<file path="config.mk">
export PLATFORM = sky130hd
export DESIGN_NAME = crc_frame_arbiter_flat
export DESIGN_NICKNAME = d
export VERILOG_FILES = /design/src/rtl/crc_frame_arbiter_if.sv /design/src/rtl/crc_frame_arbiter.sv /design/src/flat_wrapper.sv
export SDC_FILE = /design/constraint.sdc
export NUM_CORES = 1
export LEC_CHECK = 0
export CAP_MARGIN = 5
export CORE_AREA = 2 2 85 95
export DETAILED_ROUTE_END_ITERATION = 6
export DIE_AREA = 0 0 87 97
export GPL_TIMING_DRIVEN = 0
export HOLD_SLACK_MARGIN = 0.06
export PLACE_DENSITY = 0.63
export SYNTH_ARGS = -nofsm -noshare
export SYNTH_HDL_FRONTEND = slang
export SYNTH_SLANG_ARGS = --single-unit
</file>
<file path="constraint.sdc">
create_clock -name clk -period 2.25 [get_ports clk]
set_input_delay 0.225 -clock clk [delete_from_list [all_inputs] [get_ports clk]]
set_output_delay 0.225 -clock clk [all_outputs]
set_load 0.03 [all_outputs]
</file>
<file path="src/rtl/crc_frame_arbiter_if.sv">
// -----------------------------------------------------------------------------
// crc_frame_arbiter_if
// Bundles the requester byte streams, the tagged result strobe and the
// byte-serial CRC engine handshake used by crc_frame_arbiter.
//   slave  : the arbiter's view (consumes requests, drives engine + result)
//   master : the environment's view (requesters, engine, result consumer)
// -----------------------------------------------------------------------------
`timescale 1ns/1ps
interface crc_frame_arbiter_if #(
  parameter int DATA_WIDTH = 8,
  parameter int CRC_WIDTH  = 32
);
  logic                  req0_valid;
  logic [DATA_WIDTH-1:0] req0_data;
  logic                  req0_last;
  logic                  req0_ready;
  logic                  req1_valid;
  logic [DATA_WIDTH-1:0] req1_data;
  logic                  req1_last;
  logic                  req1_ready;
  logic                  res_valid;
  logic                  res_id;
  logic [CRC_WIDTH-1:0]  res_crc;
  logic                  res_err;
  logic                  eng_rst;
  logic                  eng_start;
  logic [DATA_WIDTH-1:0] eng_data;
  logic                  eng_done;
  logic [CRC_WIDTH-1:0]  eng_crc;

  modport slave (
    input  req0_valid, req0_data, req0_last,
    input  req1_valid, req1_data, req1_last,
    input  eng_done, eng_crc,
    output req0_ready, req1_ready,
    output res_valid, res_id, res_crc, res_err,
    output eng_rst, eng_start, eng_data
  );

  modport master (
    output req0_valid, req0_data, req0_last,
    output req1_valid, req1_data, req1_last,
    output eng_done, eng_crc,
    input  req0_ready, req1_ready,
    input  res_valid, res_id, res_crc, res_err,
    input  eng_rst, eng_start, eng_data
  );
endinterface

</file>
<file path="src/rtl/crc_frame_arbiter.sv">
// -----------------------------------------------------------------------------
// crc_frame_arbiter
// Shares one byte-serial CRC-32 engine between two byte-stream requesters.
// Grants whole frames round-robin, clears the engine at frame start, feeds
// bytes through the engine start/done handshake and returns the final FCS
// tagged with the owning requester.
// Ports:
//   clk  : rising-edge clock
//   rst  : asynchronous active-high reset
//   bus  : crc_frame_arbiter_if.slave (requesters, result, engine handshake)
// All outputs are registered; each is the registered image of the next state.
// -----------------------------------------------------------------------------
`timescale 1ns/1ps
module crc_frame_arbiter #(
  parameter int                   DATA_WIDTH     = 8,
  parameter int                   CRC_WIDTH      = 32,
  parameter logic [CRC_WIDTH-1:0] FINAL_XOR      = 32'hFFFFFFFF,
  parameter int                   CLR_CYCLES     = 2,
  parameter int                   TIMEOUT_CYCLES = 64
) (
  input logic                clk,
  input logic                rst,
  crc_frame_arbiter_if.slave bus
);
  localparam int TMR_W = $clog2(TIMEOUT_CYCLES + 1);
  localparam int CLR_W = $clog2(CLR_CYCLES + 1);

  typedef enum logic [2:0] {
    S_IDLE      = 3'd0,
    S_CLR       = 3'd1,
    S_WAIT_BYTE = 3'd2,
    S_FEED      = 3'd3,
    S_RESULT    = 3'd4
  } state_t;

  state_t                r_state,      w_state_nxt;
  logic                  r_grant,      w_grant_nxt;
  logic                  r_last_grant, w_last_grant_nxt;
  logic                  r_last,       w_last_nxt;
  logic                  r_err,        w_err_nxt;
  logic                  r_done_q;
  logic [TMR_W-1:0]      r_timer,      w_timer_nxt;
  logic [CLR_W-1:0]      r_clr_cnt,    w_clr_cnt_nxt;
  logic [DATA_WIDTH-1:0] r_eng_data,   w_eng_data_nxt;
  logic                  r_eng_rst,    r_eng_start;
  logic                  r_req0_ready, r_req1_ready;
  logic                  r_res_valid,  w_res_valid_nxt;
  logic                  r_res_id,     w_res_id_nxt;
  logic [CRC_WIDTH-1:0]  r_res_crc,    w_res_crc_nxt;
  logic                  r_res_err,    w_res_err_nxt;

  logic                  w_rise;
  logic                  w_gnt_valid;
  logic [DATA_WIDTH-1:0] w_gnt_data;
  logic                  w_gnt_last;

  // Only a fresh done edge completes a byte; a done still high from the
  // previous byte must not count.
  assign w_rise      = bus.eng_done & ~r_done_q;
  assign w_gnt_valid = r_grant ? bus.req1_valid : bus.req0_valid;
  assign w_gnt_data  = r_grant ? bus.req1_data  : bus.req0_data;
  assign w_gnt_last  = r_grant ? bus.req1_last  : bus.req0_last;

  // Next-state, datapath and result computation.
  always_comb begin
    w_state_nxt      = r_state;
    w_grant_nxt      = r_grant;
    w_last_grant_nxt = r_last_grant;
    w_last_nxt       = r_last;
    w_err_nxt        = r_err;
    w_timer_nxt      = r_timer;
    w_clr_cnt_nxt    = r_clr_cnt;
    w_eng_data_nxt   = r_eng_data;
    w_res_valid_nxt  = 1'b0;
    w_res_id_nxt     = r_res_id;
    w_res_crc_nxt    = r_res_crc;
    w_res_err_nxt    = r_res_err;
    case (r_state)
      S_IDLE: begin
        if (bus.req0_valid | bus.req1_valid) begin
          // Prefer the requester that did not own the previous frame.
          if (r_last_grant == 1'b0) begin
            w_grant_nxt = bus.req1_valid;
          end else begin
            w_grant_nxt = ~bus.req0_valid;
          end
          w_clr_cnt_nxt = '0;
          w_state_nxt   = S_CLR;
        end else begin
          w_state_nxt = S_IDLE;
        end
      end
      S_CLR: begin
        if (r_clr_cnt == CLR_W'(CLR_CYCLES - 1)) begin
          w_state_nxt = S_WAIT_BYTE;
        end else begin
          w_clr_cnt_nxt = r_clr_cnt + CLR_W'(1);
        end
      end
      S_WAIT_BYTE: begin
        // Ready is high for the whole of this state, so valid alone accepts.
        if (w_gnt_valid) begin
          w_eng_data_nxt = w_gnt_data;
          w_last_nxt     = w_gnt_last;
          w_timer_nxt    = '0;
          w_state_nxt    = S_FEED;
        end else begin
          w_state_nxt = S_WAIT_BYTE;
        end
      end
      S_FEED: begin
        if (w_rise) begin
          if (r_last) begin
            w_state_nxt = S_RESULT;
          end else begin
            w_state_nxt = S_WAIT_BYTE;
          end
        end else if (r_timer == TMR_W'(TIMEOUT_CYCLES - 1)) begin
          // This is the last allowed FEED cycle: abandon the frame.
          w_err_nxt   = 1'b1;
          w_state_nxt = S_RESULT;
        end else begin
          w_timer_nxt = r_timer + TMR_W'(1);
        end
      end
      S_RESULT: begin
        w_res_valid_nxt  = 1'b1;
        w_res_id_nxt     = r_grant;
        w_res_crc_nxt    = bus.eng_crc ^ FINAL_XOR;
        w_res_err_nxt    = r_err;
        w_last_grant_nxt = r_grant;
        w_err_nxt        = 1'b0;
        w_state_nxt      = S_IDLE;
      end
      default: begin
        w_state_nxt = S_IDLE;
      end
    endcase
  end

  // State, datapath and registered outputs.
  always_ff @(posedge clk or posedge rst) begin
    if (rst) begin
      r_state      <= S_IDLE;
      r_grant      <= 1'b0;
      r_last_grant <= 1'b1;
      r_last       <= 1'b0;
      r_err        <= 1'b0;
      r_done_q     <= 1'b0;
      r_timer      <= '0;
      r_clr_cnt    <= '0;
      r_eng_data   <= '0;
      r_eng_rst    <= 1'b1;
      r_eng_start  <= 1'b0;
      r_req0_ready <= 1'b0;
      r_req1_ready <= 1'b0;
      r_res_valid  <= 1'b0;
      r_res_id     <= 1'b0;
      r_res_crc    <= '0;
      r_res_err    <= 1'b0;
    end else begin
      r_state      <= w_state_nxt;
      r_grant      <= w_grant_nxt;
      r_last_grant <= w_last_grant_nxt;
      r_last       <= w_last_nxt;
      r_err        <= w_err_nxt;
      r_done_q     <= bus.eng_done;
      r_timer      <= w_timer_nxt;
      r_clr_cnt    <= w_clr_cnt_nxt;
      r_eng_data   <= w_eng_data_nxt;
      r_eng_rst    <= (w_state_nxt == S_CLR);
      r_eng_start  <= (w_state_nxt == S_FEED);
      r_req0_ready <= (w_state_nxt == S_WAIT_BYTE) & ~w_grant_nxt;
      r_req1_ready <= (w_state_nxt == S_WAIT_BYTE) &  w_grant_nxt;
      r_res_valid  <= w_res_valid_nxt;
      r_res_id     <= w_res_id_nxt;
      r_res_crc    <= w_res_crc_nxt;
      r_res_err    <= w_res_err_nxt;
    end
  end

  assign bus.req0_ready = r_req0_ready;
  assign bus.req1_ready = r_req1_ready;
  assign bus.res_valid  = r_res_valid;
  assign bus.res_id     = r_res_id;
  assign bus.res_crc    = r_res_crc;
  assign bus.res_err    = r_res_err;
  assign bus.eng_rst    = r_eng_rst;
  assign bus.eng_start  = r_eng_start;
  assign bus.eng_data   = r_eng_data;
endmodule
</file>
<file path="src/flat_wrapper.sv">
// flat-port wrapper written by rule: the top's interface ports become plain ports
module crc_frame_arbiter_flat 
#(
  parameter int                   DATA_WIDTH     = 8,
  parameter int                   CRC_WIDTH      = 32,
  parameter logic [CRC_WIDTH-1:0] FINAL_XOR      = 32'hFFFFFFFF,
  parameter int                   CLR_CYCLES     = 2,
  parameter int                   TIMEOUT_CYCLES = 64
)
  (clk, rst, bus_req0_valid, bus_req0_data, bus_req0_last, bus_req1_valid, bus_req1_data, bus_req1_last, bus_eng_done, bus_eng_crc, bus_req0_ready, bus_req1_ready, bus_res_valid, bus_res_id, bus_res_crc, bus_res_err, bus_eng_rst, bus_eng_start, bus_eng_data);
  crc_frame_arbiter_if #(.DATA_WIDTH(DATA_WIDTH), .CRC_WIDTH(CRC_WIDTH)) bus_i ();
  input logic clk;
  input logic rst;
  input wire logic [$bits(bus_i.req0_valid)-1:0] bus_req0_valid;
  input wire logic [$bits(bus_i.req0_data)-1:0] bus_req0_data;
  input wire logic [$bits(bus_i.req0_last)-1:0] bus_req0_last;
  input wire logic [$bits(bus_i.req1_valid)-1:0] bus_req1_valid;
  input wire logic [$bits(bus_i.req1_data)-1:0] bus_req1_data;
  input wire logic [$bits(bus_i.req1_last)-1:0] bus_req1_last;
  input wire logic [$bits(bus_i.eng_done)-1:0] bus_eng_done;
  input wire logic [$bits(bus_i.eng_crc)-1:0] bus_eng_crc;
  output wire logic [$bits(bus_i.req0_ready)-1:0] bus_req0_ready;
  output wire logic [$bits(bus_i.req1_ready)-1:0] bus_req1_ready;
  output wire logic [$bits(bus_i.res_valid)-1:0] bus_res_valid;
  output wire logic [$bits(bus_i.res_id)-1:0] bus_res_id;
  output wire logic [$bits(bus_i.res_crc)-1:0] bus_res_crc;
  output wire logic [$bits(bus_i.res_err)-1:0] bus_res_err;
  output wire logic [$bits(bus_i.eng_rst)-1:0] bus_eng_rst;
  output wire logic [$bits(bus_i.eng_start)-1:0] bus_eng_start;
  output wire logic [$bits(bus_i.eng_data)-1:0] bus_eng_data;
  assign bus_i.req0_valid = bus_req0_valid;
  assign bus_i.req0_data = bus_req0_data;
  assign bus_i.req0_last = bus_req0_last;
  assign bus_i.req1_valid = bus_req1_valid;
  assign bus_i.req1_data = bus_req1_data;
  assign bus_i.req1_last = bus_req1_last;
  assign bus_i.eng_done = bus_eng_done;
  assign bus_i.eng_crc = bus_eng_crc;
  assign bus_req0_ready = bus_i.req0_ready;
  assign bus_req1_ready = bus_i.req1_ready;
  assign bus_res_valid = bus_i.res_valid;
  assign bus_res_id = bus_i.res_id;
  assign bus_res_crc = bus_i.res_crc;
  assign bus_res_err = bus_i.res_err;
  assign bus_eng_rst = bus_i.eng_rst;
  assign bus_eng_start = bus_i.eng_start;
  assign bus_eng_data = bus_i.eng_data;
  crc_frame_arbiter #(.DATA_WIDTH(DATA_WIDTH), .CRC_WIDTH(CRC_WIDTH), .FINAL_XOR(FINAL_XOR), .CLR_CYCLES(CLR_CYCLES), .TIMEOUT_CYCLES(TIMEOUT_CYCLES)) u_core (.clk(clk), .rst(rst), .bus(bus_i));
endmodule
</file>
==> results of run 1 <==
==> metrics by stage <==
| stage | area, sq um | TNS, ns | utilization, % | power (mW) | worst slack [ns] |
|---|---|---|---|---|---|
| 2_1_floorplan | 2570 | 0 | - | 3.12 | 0.430 |
| 3_3_place_gp | 3690 | -45.06 | 49.9 | 4.02 | -0.726 |
| 5_1_grt | 3890 | 0 | 52.6 | 5.27 | 0.343 |
| 6_report | 3890 | 0 | 52.6 | 4.94 | 0.511 |
| 3_5_place_dp | 3710 | 0 | 50.2 | 4.07 | 0.300 |
| 4_1_cts | 3890 | 0 | 52.6 | 5.00 | 0.497 |
==> final timing paths <==
kind / startpoint / depth (start not counted) / slack (ns) / to
worst min-delay path: rst / 2 / 0.30 / u_core.bus.res_crc[0]$_DFFE_PP0P_
min in group clk: bus_eng_done / 1 / 0.36 / u_core.r_done_q$_DFF_PP0_
worst min register to register: u_core.r_last_grant$_DFFE_PP1P_ / 2 / 0.47 / u_core.r_last_grant$_DFFE_PP1P_
max in group asynchronous: rst / 3 / 1.26 / u_core.r_last_grant$_DFFE_PP1P_
worst max register to register: u_core.r_timer[0]$_DFFE_PP0P_ / 6 / 0.57 / u_core.r_timer[3]$_DFFE_PP0P_
worst max-delay path: u_core.bus.eng_rst$_DFF_PP1_ / 1 / 0.51 / bus_eng_rst
==> cell usage after synthesis <==
cell type	n
or3_1	1
o22ai_1	2
buf_1	2
nand3b_1	4
nand3_1	6
o21ai_0	36
o21ai_1	9
nor3b_1	1
dfstp_2	2
nand2_1	56
nor4_1	1
o311ai_1	1
or4_1	1
inv_1	6
o31ai_1	3
mux2i_1	11
buf_2	5
o211ai_1	2
dfrtp_1	62
ha_1	2
and3b_4	1
buf_4	1
nand2b_1	5
a31oi_1	4
nor3_1	3
a21o_1	1
clkbuf_1	7
a21oi_1	3
nor2_1	6
o211ai_4	1
nor4b_1	1
==> flip-flops by register name, indices dropped and copies added (netlist names) <==
register               count
u_core.bus.res_err         1
u_core.r_grant             1
u_core.bus.req1_ready      1
u_core.r_err               1
u_core.bus.eng_data        8
u_core.r_timer             7
u_core.bus.res_crc        32
u_core.bus.eng_start       1
u_core.bus.req0_ready      1
u_core.r_state             3
u_core.bus.res_id          1
u_core.r_last_grant        1
u_core.r_last              1
u_core.bus.eng_rst         1
u_core.bus.res_valid       1
u_core.r_done_q            1
u_core.r_clr_cnt           2
==> layer usage <==
metal / part of all wire, % / global-route usage, %
met1: 48 / 20.5
met2: 44 / 22.6
met3: 7.0 / 4.18
met4: 1.3 / 6.49
met5: 0 / 0
==> layout make-up <==
class | count | area, sq um
Fill cell | 670 | 3500
Sequential cell | 64 | 1600
Timing Repair Buffer | 102 | 1030
Multi-Input combinational cell | 161 | 876
Clock buffer | 12 | 135
Tap cell | 87 | 109
Buffer | 15 | 66.3
Clock inverter | 4 | 45.0
Inverter | 6 | 22.5
==> power by group <==
group	switching (mW)	internal (mW)
logic	1.27	0.950
registers	0.222	1.58
clock network	0.407	0.507
total	1.90	3.04
==> cells by family after synthesis <==
logic type | Yosys count | share of synthesized area, %
AND/OR/NAND/NOR | 86 | 15.1
adder cells (fa/ha/maj) | 2 | 0.974
flip-flops | 64 | 62.4
AO/OA/AOI/OAI | 62 | 13.7
buffers and inverters | 21 | 3.46
multiplexers | 11 | 4.29
==> results.tsv, run 1 <==
stage	metric	value	unit
global_routing	antenna_found_initial	0	
cells_and_area	mostFrequentLayoutCells	101 x clkdlybuf4s50_1, 62 x dfrtp_1, 56 x nand2_1	
global_routing	grt_pass1_wl	10100	um
routing	antenna_left	0	
routing	drt-initial-drc-count	81	
global_routing	track_usage	15.1	%
cells_and_area	drive_above_1_share	6.87	%
floorplan	die-area	8440	sq um
placed_design	dp_hpwl	4440	um
setup_path	crit_family	buffers and inverters	
timing	maxSlewHeadroom	48.5	%
flow_run	drv_cap	0	
outcome	outcome	finished, final reports clean	
synth	yosys_register_bits	64	
min_path	hp-class	input port to asynchronous set/reset pin	
global_routing	grt_max_degree	36	
placed_design	port_buffers	101	
cts	clock_sinks	64	
cts	cts_setup_buffers	0	
timing	worst_clock_skew	0.00714	ns
routing	via_per_inst	4.75	
timing	post-route-period-util	77.3	%
cts	hold_buffers	0	
synth	synth_area	2570	sq um
setup_path	crit_path_max_fanout	1	
timing	holdWs	0.302	ns
synth	synth_fp_nets	303	
timing	final-setup-viol-count	0	
setup_path	path_buf_inv	1	
routing	drt_wl_total	6060	um
cts	cts.reportedPaths.clkPinSlew	0.06	ns
setup_path	cp.arrival	1.51	ns
cells_and_area	fin_nets	416	
cells_and_area	final_common_cell	clkdlybuf4s50_1	
cts	htree_num_levels	3	
placed_design	gp_congestion	0.794	
setup_path	crit_type	flop to output port	
synth	synth_top_area_share	60.4	%
setup_path	required	2.03	ns
timing	fin_crit	1.74	ns
synth	synthTopCellsByArea	dfrtp_1 60%, nand2_1 8.2%, o21ai_0 7.0%	
placed_design	dp.cells	435	
synth	ys_warn_count	0	
cts	cts_resized	0	
cts	cts_tree	yes	
power	ir_drop	0.618	mV
setup_path	cpPeakStageDelay	0.67	ns
global_routing	grt_pass1_vias	2063	
setup_path	cp-end-kind	output port	
synth	synth_top_cell_by_area	dfrtp_1	
floorplan	fp.dieW	87	um
cts	root_buffer	clkbuf_8	
synth	ys_seq_area_share	62.4	%
power	powerDensity	1270	nW/um^2
cts	numCtsBuffers	9	
power	cellLeakagePower	1.79	nW
timing	worst_slew_pin_slew	0.773	ns
floorplan	initial_core_util	34.8	%
routing	dr.pass1.iters	4	
timing	hold_violations	0	
synth	yosys.cell_types.count	31	
routing	drt-wirelength-per-cell	13.4	um
timing	slew_violations	0	
cells_and_area	antenna_cells	0	
global_routing	grt.overflow.total	0	
cells_and_area	area_growth	51.4	%
cells_and_area	finalNonFillerCells	451	
cts	clock_tree.buffer_depth	2	
setup_path	cp-start-kind	flop	
setup_path	cpMaxStageDelayCell	clkdlybuf4s50_1	
routing	via_count	2141	
cts	clock_latency	0.33	ns
floorplan	ios	102	
floorplan	fp-row-count	33	
synth	syn_avg_cell_area	10.4	sq um
routing	drc_errors	0	
setup_path	crit_chain	clkdlybuf4s50_1	
timing	max_freq	575	MHz
timing	rsz0062_at_grt	false	
floorplan	core_area	7390	sq um
floorplan	die_h	97	um
synth	synth_cells	246	
No activity file was read; power rests on OpenSTA's default activity.
==> inputs of run 2 (changes only) <==
Clock period 2.25 ns to 1.7 ns, I/O delays scaled along.
==> results.tsv, run 2 (same netlist as run 1, synthesis figures left out) <==
stage	metric	value	unit	change
floorplan	die-area	8440	sq um	unchanged
timing	worst_clock_skew	0.00671	ns	-0.000432 ns
power	ir_drop	0.668	mV	+8.0%
placed_design	dp.cells	436		+0.23%
cts	root_buffer	clkbuf_8		
timing	worst_slack	0.105	ns	-0.406 ns
flow_run	drv_cap	0		unchanged
timing	hold_violations	0		unchanged
routing	via_count	2151		+0.47%
cts	cts_tree	yes		
cells_and_area	antenna_cells	0		unchanged
min_path	hp-class	input port to asynchronous set/reset pin		
placed_design	gp_congestion	0.753		-5.2%
placed_design	pre_cts_slack	-0.216	ns	-0.516 ns
power	power.switching	2.59	mW	+36%
floorplan	initial_core_util	34.8	%	unchanged
global_routing	grt_pass1_wl	10400	um	+2.9%
setup_path	required	1.92	ns	-0.11 ns
power	cellLeakagePower	1.81	nW	+1.2%
floorplan	fp-row-count	33		unchanged
cells_and_area	final_common_cell	clkdlybuf4s50_1		
setup_path	cp-end-kind	flop		
timing	setup_tns	0	ns	unchanged
routing	drt-initial-drc-count	59		-27%
outcome	outcome	finished, final reports clean		
cells_and_area	finalNonFillerCells	451		unchanged
timing	fin_crit	1.59	ns	
placed_design	place_area	3740	sq um	+0.84%
routing	dr.pass1.iters	4		unchanged
setup_path	crit_path_max_fanout	10		+9
timing	final-setup-viol-count	0		unchanged
cts	clock_latency	0.34	ns	about the same
cts	htree_num_levels	3		unchanged
cells_and_area	area_growth	53.9	%	
cts	cts.reportedPaths.clkPinSlew	0.07	ns	about the same
floorplan	fp.dieW	87	um	unchanged
timing	max_freq	627	MHz	
global_routing	grt.overflow.total	0		unchanged
routing	drt_wl_total	6280	um	+3.7%
power	power.total	6.61	mW	+34%
routing	drt-wirelength-per-cell	13.9	um	+3.7%
placed_design	port_buffers	101		unchanged
cells_and_area	num-fill-cells	681		+1.6%
power	p_sw_share	39.1	%	+0.60 points
cells_and_area	largest_register_ff_count	32		unchanged
placed_design	dp_hpwl	4640	um	+4.4%
cts	clock_sinks	64		unchanged
routing	drc_errors	0		unchanged
floorplan	core_area	7390	sq um	unchanged
setup_path	cp-start-kind	flop		
power	intPower	4.03	mW	+33%
timing	maxSlewHeadroom	51.6	%	+3.2 points
routing	via_per_inst	4.77		+0.47%
setup_path	cp.arrival	1.81	ns	+0.30 ns
power	pwr-share-comb	45.2	%	+0.2 points
floorplan	die_h	97	um	unchanged
timing	slew_violations	0		unchanged
power	pwr-share-clk	18.7	%	+0.2 points
cells_and_area	mostFrequentLayoutCells	100 x clkdlybuf4s50_1, 61 x dfrtp_1, 56 x nand2_1		
cts	numCtsBuffers	9		unchanged
global_routing	grt_pass1_vias	2147		+4.1%
cells_and_area	fin_area	3950	sq um	+1.7%
cells_and_area	drive_above_1_share	10.2	%	+3.3 points
global_routing	track_usage	15.6	%	+0.45 points
setup_path	crit_type	flop to flop		
floorplan	ios	102		unchanged
timing	worst_slew_pin_slew	0.725	ns	-0.0475 ns
power	p_seq_share	36.1	%	-0.4 points
power	powerDensity	1670	nW/um^2	+32%
global_routing	antenna_found_initial	0		unchanged
global_routing	grt_max_degree	26		-28%
cells_and_area	fin_nets	417		+0.24%
timing	post-route-period-util	93.8	%	
cts	clock_tree.buffer_depth	2		unchanged
timing	rsz0062_at_grt	false		
routing	antenna_left	0		unchanged
==> run 2: cell count changes in the layout (fill, tap and decap cells not counted), sizes merged <==
cell,change
clkbuf,-3
clkinvlp,+2
buf,+1
clkdlybuf4s50,-1
clkinv,+1
dlygate4sd2,+1
inv,-1
==> run 2: power groups by stage <==
stage | Combinational (mW) | Clock (mW) | Sequential, mW
final | 2.99 | 1.24 | 2.39
after global routing | 3.25 | 1.35 | 2.45
after CTS | 2.99 | 1.27 | 2.39
after detailed placement | 2.99 | 0 | 2.42
after global placement | 2.94 | 0 | 2.40
after floorplan | 0.874 | 0 | 3.26
==> run 2: critical path, stage by stage (launching register included) <==
cell and delay [ns]:
dfrtp_2 0.45, nand2b_1 0.16, or3_1 0.30, buf_2 0.18
buf_2 0.19, o211ai_1 0.09, o31ai_1 0.09
==> run 2: layout make-up <==
class / instances / area, sq um / area share, %
flip-flops and latches: 64 / 1610 / 40.6
clock inverters: 6 / 61.3 / 1.55
clock buffers: 9 / 124 / 3.13
inverters: 6 / 26.3 / 0.665
repair buffers: 103 / 1060 / 26.7
well taps: 87 / 109 / 2.75
multi-input cells: 161 / 900 / 22.8
plain buffers: 15 / 71.3 / 1.80
==> run 2: repair_timing <==
item,CTS,global route
setup endpoints to repair,1,38
hold buffers,0,0
resized for setup,1,13
cloned,0,0
setup buffers,0,0
==> run 2: final timing paths <==
| check | slack, ns | depth (start not counted) | endpoint | startpoint |
|---|---|---|---|---|
| setup reg to reg | 0.11 | 6 | u_core.r_timer[3]$_DFFE_PP0P_ | u_core.r_state[2]$_DFF_PP0_ |
| min in group clk | 0.31 | 1 | u_core.r_done_q$_DFF_PP0_ | bus_eng_done |
| hold reg to reg | 0.47 | 2 | u_core.r_last_grant$_DFFE_PP1P_ | u_core.r_last_grant$_DFFE_PP1P_ |
| hold / removal | 0.17 | 2 | u_core.bus.res_crc[25]$_DFFE_PP0P_ | rst |
| setup / recovery | 0.11 | 6 | u_core.r_timer[3]$_DFFE_PP0P_ | u_core.r_state[2]$_DFF_PP0_ |
| max in group asynchronous | 0.81 | 4 | u_core.r_last_grant$_DFFE_PP1P_ | rst |
==> run 2: per-stage QoR <==
| step | utilization, % | hold WS (ns) |
|---|---|---|
| 2_1_floorplan | - | 0.201 |
| 3_3_place_gp | 50.0 | 0.455 |
| 3_5_place_dp | 50.6 | 0.462 |
| 4_1_cts | 53.1 | 0.171 |
| 5_1_grt | 53.5 | 0.198 |
| 6_report | 53.5 | 0.174 |
==> run 2: metal layers <==
layer / GRT usage, % / up-vias / share of wire (%)
met2: 23.6 / 86 / 45
li1: - / 1069 / -
met5: 0 / - / 0
met4: 6.61 / 0 / 1.3
met3: 4.86 / 7 / 7.8
met1: 20.5 / 989 / 45
==> variant 1: new RTL, settings of run 1 <==
`CRC_WIDTH` is set to 32 in 3 places; all go to 36.
--- a/src/rtl/crc_frame_arbiter_if.sv
+++ b/src/rtl/crc_frame_arbiter_if.sv
@@ -8,7 +8,7 @@
 `timescale 1ns/1ps
 interface crc_frame_arbiter_if #(
   parameter int DATA_WIDTH = 8,
-  parameter int CRC_WIDTH  = 32
+  parameter int CRC_WIDTH  = 36
 );
   logic                  req0_valid;
   logic [DATA_WIDTH-1:0] req0_data;
--- a/src/rtl/crc_frame_arbiter.sv
+++ b/src/rtl/crc_frame_arbiter.sv
@@ -13,7 +13,7 @@
 `timescale 1ns/1ps
 module crc_frame_arbiter #(
   parameter int                   DATA_WIDTH     = 8,
-  parameter int                   CRC_WIDTH      = 32,
+  parameter int                   CRC_WIDTH      = 36,
   parameter logic [CRC_WIDTH-1:0] FINAL_XOR      = 32'hFFFFFFFF,
   parameter int                   CLR_CYCLES     = 2,
   parameter int                   TIMEOUT_CYCLES = 64
--- a/src/flat_wrapper.sv
+++ b/src/flat_wrapper.sv
@@ -2,7 +2,7 @@
 module crc_frame_arbiter_flat 
 #(
   parameter int                   DATA_WIDTH     = 8,
-  parameter int                   CRC_WIDTH      = 32,
+  parameter int                   CRC_WIDTH      = 36,
   parameter logic [CRC_WIDTH-1:0] FINAL_XOR      = 32'hFFFFFFFF,
   parameter int                   CLR_CYCLES     = 2,
   parameter int                   TIMEOUT_CYCLES = 64
Interface: changed (resized bus_eng_crc and bus_res_crc); port bits go from 102 to 110. The function was not compared with the original's and may differ.
==> variant 1 against run 1 <==
  * Worst setup slack got worse by 0.0055 ns
  * Synthesized area grew 5.3%
  * Routed wire length is 3.1% higher
  * Sequential power up 6%
  * Cell count increased by 4.7%
  * Worst hold slack improved by 0.065 ns
  * Cell area grew 5.0%
  * Power up 4.6%
  * Sequential cell count increased by 4
  * Die area is the same
  * Largest cell class unchanged
  * Highest routed layer unchanged
==> variant 1: results <==
{
  "status": "completed",
  "avgSynthCellArea_sq_um": 10.3,
  "worstHoldStart": "bus_eng_done",
  "ir_worst_vdd_mv": 0.542,
  "track_usage": 0.156,
  "grt_pass1_wl_mm": 10.6,
  "largest_reg_flops": 36,
  "dr.pass1.iters": 5,
  "initialDrtViolationCount": 36,
  "grtUsageMet3": 0.0512,
  "r2r-start": "u_core.r_state[2]",
  "wl_mm": 6.25,
  "drt-met1-wl_mm": 2.91,
  "hold_depth": 1,
  "gp_congestion": 0.750,
  "use_met1": 0.208,
  "grt_max_degree": 69,
  "wl_met3_um": 514,
  "synth_nets": 323,
  "power_leakage_uw": 0.00186,
  "hpwlAfterDp_mm": 4.45,
  "portBuffers": 109,
  "synthTopCellsByCount": "nand2_1, dfrtp_1, o21ai_0, mux2i_1",
  "hold_path.class": "input pin to flop",
  "ys_seq_area_frac": 0.630,
  "drive_gt1_frac": 0.0623,
  "synth_cell_type_count": 32,
  "dp_cells": 458,
  "maxSlewHeadroom": 0.446,
  "wl_met2_mm": 2.75,
  "place_area_sq_um": 3910,
  "r2r_slack_ns": 0.60,
  "vias": 2244,
  "skew_ns": 0.00518,
  "met2_usage": 0.241,
  "r2r_end": "u_core.bus.eng_data[4]",
  "vias_per_cell": 4.75
}
==> variant 1: power by group <==
group / leakage [uW] / switching (uW) / total (uW) / internal, uW
logic: 0.00101 / 1350 / 2350 / 1000
registers: 0.000756 / 233 / 1910 / 1680
clock network: 0.0000941 / 429 / 903 / 475
==> variant 1: how the worst max path moves through the flow <==
stage | from | to | slack, ns
CTS | u_core.bus.eng_rst | bus_eng_rst | 0.49
floorplan | rst | u_core.bus.eng_data[0] | 0.32
finish | u_core.bus.eng_rst | bus_eng_rst | 0.51
global placement | rst | u_core.bus.res_crc[31] | -0.89
detailed placement | bus_req1_valid | u_core.bus.eng_data[4] | 0.29
global route | u_core.r_timer[0] | u_core.r_timer[3] | 0.40
==> variant 1: cells by family (layout without fill, tap and decap cells) <==
family                     Yosys count  in the layout  share of synthesized area
AOI/OAI and AO/OA                   62             62                      0.127
adders and majority gates            2              2                    0.00925
buffers and inverters               21            144                     0.0324
DFF                                 68             68                      0.630
muxes                               11             11                     0.0407
and+or+nand+nor                     98             98                      0.160
==> variant 1: per-stage QoR <==
stage	total power [uW]	setup TNS (ns)	hold slack (ns)	setup slack (ns)	utilization
finish	5160	0	0.366	0.506	0.552
detailed placement	4310	0	0.454	0.286	0.529
global route	5510	0	0.380	0.400	0.552
CTS	5220	0	0.363	0.492	0.552
global placement	4270	-58.76	0.455	-0.886	0.528
floorplan	3310	0	0.256	0.317	-
==> variant 1: cell type report <==
type                    instances  area [sq um]
clock inverters                 2          10.0
well taps                      87           109
multi-input cells             173           912
inverters                       6          25.0
plain buffers                  15          65.1
repair buffers                109          1090
clock buffers                  12           165
fillers                       674          3310
flip-flops and latches         68          1700
==> variant 2: new RTL, flow settings as in run 1 <==
Made on the original files. Reset style: synchronous (`rst`), changed in one clocked block. Comments in the files are not updated.
--- a/src/rtl/crc_frame_arbiter.sv
+++ b/src/rtl/crc_frame_arbiter.sv
@@ -139,7 +139,7 @@
   end
 
   // State, datapath and registered outputs.
-  always_ff @(posedge clk or posedge rst) begin
+  always_ff @(posedge clk) begin
     if (rst) begin
       r_state      <= S_IDLE;
       r_grant      <= 1'b0;
Check against the original RTL: differs if rst is asserted again (counterexample within 4 cycles, from zero or initial values and one cycle with rst high); with rst held inactive, the same outputs for 10 cycles.
==> variant 2 against run 1 <==
  * Routed wire length grew 7.3%
  * Cell area shrank 2.0%
  * Sequential cell count is the same
  * Die area is the same
  * Worst hold slack gained 0.13 ns
  * Synthesized area shrank 4.1%
  * Utilization shrank 1.0 points
  * Worst setup slack lost 0.029 ns
Power is not compared: it rests on default switching activity, and its combinational part moved more than twofold at a synthesized area within 25%.
==> variant 2: results <==
{
  "dp_cells": 446,
  "synth_warnings": 0,
  "track_usage": 0.165,
  "hold_path.class": "input pin to flop",
  "ir_worst_vdd_mv": 0.426,
  "wl_mm": 6.50,
  "grt_pass1_vias": 2350,
  "rr_worst_depth": 5,
  "synth_compound_area_frac": 0.200,
  "insertion_delay_ns": 0.35,
  "dp_slack_ns": 0.323,
  "r2r_end": "u_core.bus.res_crc[14]",
  "synth_cell_type_count": 40,
  "gp_congestion": 0.850,
  "whs_endpoint": "u_core.bus.res_crc[10]",
  "nets": 427,
  "initialDrtViolationCount": 126,
  "synthFlopType": "dfxtp_1",
  "netlist_top_cells_area": "dfxtp_1, a211oi_1, nor2_1, mux2i_1, nand2_1",
  "tightest_slew_ns": 0.798,
  "slowest_delay_ns": 0.39,
  "cp_max_fo": 10,
  "cts_buffer_depth": 2,
  "drive_gt1_frac": 0.0853,
  "ctsHtreeMaxLevel": 3,
  "synth_nets": 315,
  "synthTopCellsByCount": "dfxtp_1, nor2_1, a211oi_1, mux2i_1, nand2_1",
  "cts.reportedPaths.clkPinSlew_ns": 0.08,
  "place_area_sq_um": 3580,
  "skew_ns": 0.00998,
  "grt_pass1_wl_mm": 11.0,
  "synthesis.instances": 258,
  "largest_reg_flops": 32,
  "muxShareOfSynthArea": 0.0534,
  "vias_per_cell": 4.96,
  "grt_max_degree": 13,
  "critPathSlowestCell": "buf_1",
  "ys_seq_area_frac": 0.520,
  "status": "completed",
  "worstHoldStart": "bus_eng_crc[10]",
  "async_reset_ff_frac": 0,
  "synth-adder-area-share": 0.0102,
  "r2r-start": "u_core.r_state[2]",
  "hpwlAfterDp_mm": 4.84,
  "wl_per_cell_um": 14.1,
  "dr.pass1.iters": 4,
  "r2r_slack_ns": 0.48,
  "cts_buffers": 9,
  "crit_arrival_ns": 1.98
}
variant 2: critical path, delay by kind of cell (launching register included):
kind | cells | cell delay [ns]
AO/OA/AOI/OAI | 1 | 0.14
buffers and inverters | 3 | 0.86
flip-flops | 1 | 0.31
AND/OR/NAND/NOR | 1 | 0.31
variant 2: logic make-up after synthesis:
| kind of cell | count (synthesis) |
|---|---|
| AO/OA/AOI/OAI | 66 |
| buffers and inverters | 23 |
| flip-flops | 64 |
| adder cells (fa/ha/maj) | 2 |
| AND/OR/NAND/NOR | 90 |
| multiplexers | 13 |
variant 2: metrics by stage:
step,util,hold slack [ns]
2_1_floorplan,-,0.305
3_3_place_gp,0.485,0.444
3_5_place_dp,0.485,0.455
4_1_cts,0.516,0.412
5_1_grt,0.516,0.417
6_report,0.516,0.427
variant 2: per-layer routing:
| layer | part of all wire | vias to the layer above | GRT usage |
|---|---|---|---|
| li1 | - | 1152 | - |
| met1 | 0.41 | 1042 | 0.194 |
| met2 | 0.45 | 86 | 0.245 |
| met3 | 0.11 | 12 | 0.0956 |
| met4 | 0.026 | 0 | 0.0637 |
| met5 | 0 | - | 0 |
variant 2: how the worst max path moves through the flow:
stage | from | end | slack [ns] | cells after the start
floorplan | u_core.r_timer[0] | u_core.r_timer[3] | 0.78 | 6
global placement | bus_eng_done | u_core.r_timer[3] | 0.35 | 7
detailed placement | bus_eng_done | u_core.r_timer[3] | 0.32 | 7
CTS | u_core.r_state[2] | u_core.bus.res_crc[19] | 0.45 | 5
global route | u_core.r_state[2] | u_core.bus.res_crc[14] | 0.26 | 5
finish | u_core.r_state[2] | u_core.bus.res_crc[14] | 0.48 | 5
variant 2: power by group:
group	internal [uW]	total, uW	leakage, uW	switching, uW
clock network	657	1130	0.000105	474
logic	152	271	0.000654	119
registers	1150	1160	0.000517	12.0
total	1960	2570	0.00128	604
variant 2: final cells by class:
cell class / count / area (sq um)
clock buffers: 10 / 138
plain buffers: 20 / 95.1
repair buffers: 101 / 1010
well taps: 87 / 109
flip-flops and latches: 64 / 1280
multi-input cells: 171 / 1070
clock inverters: 6 / 91.3
fillers: 709 / 3580
inverters: 3 / 11.3
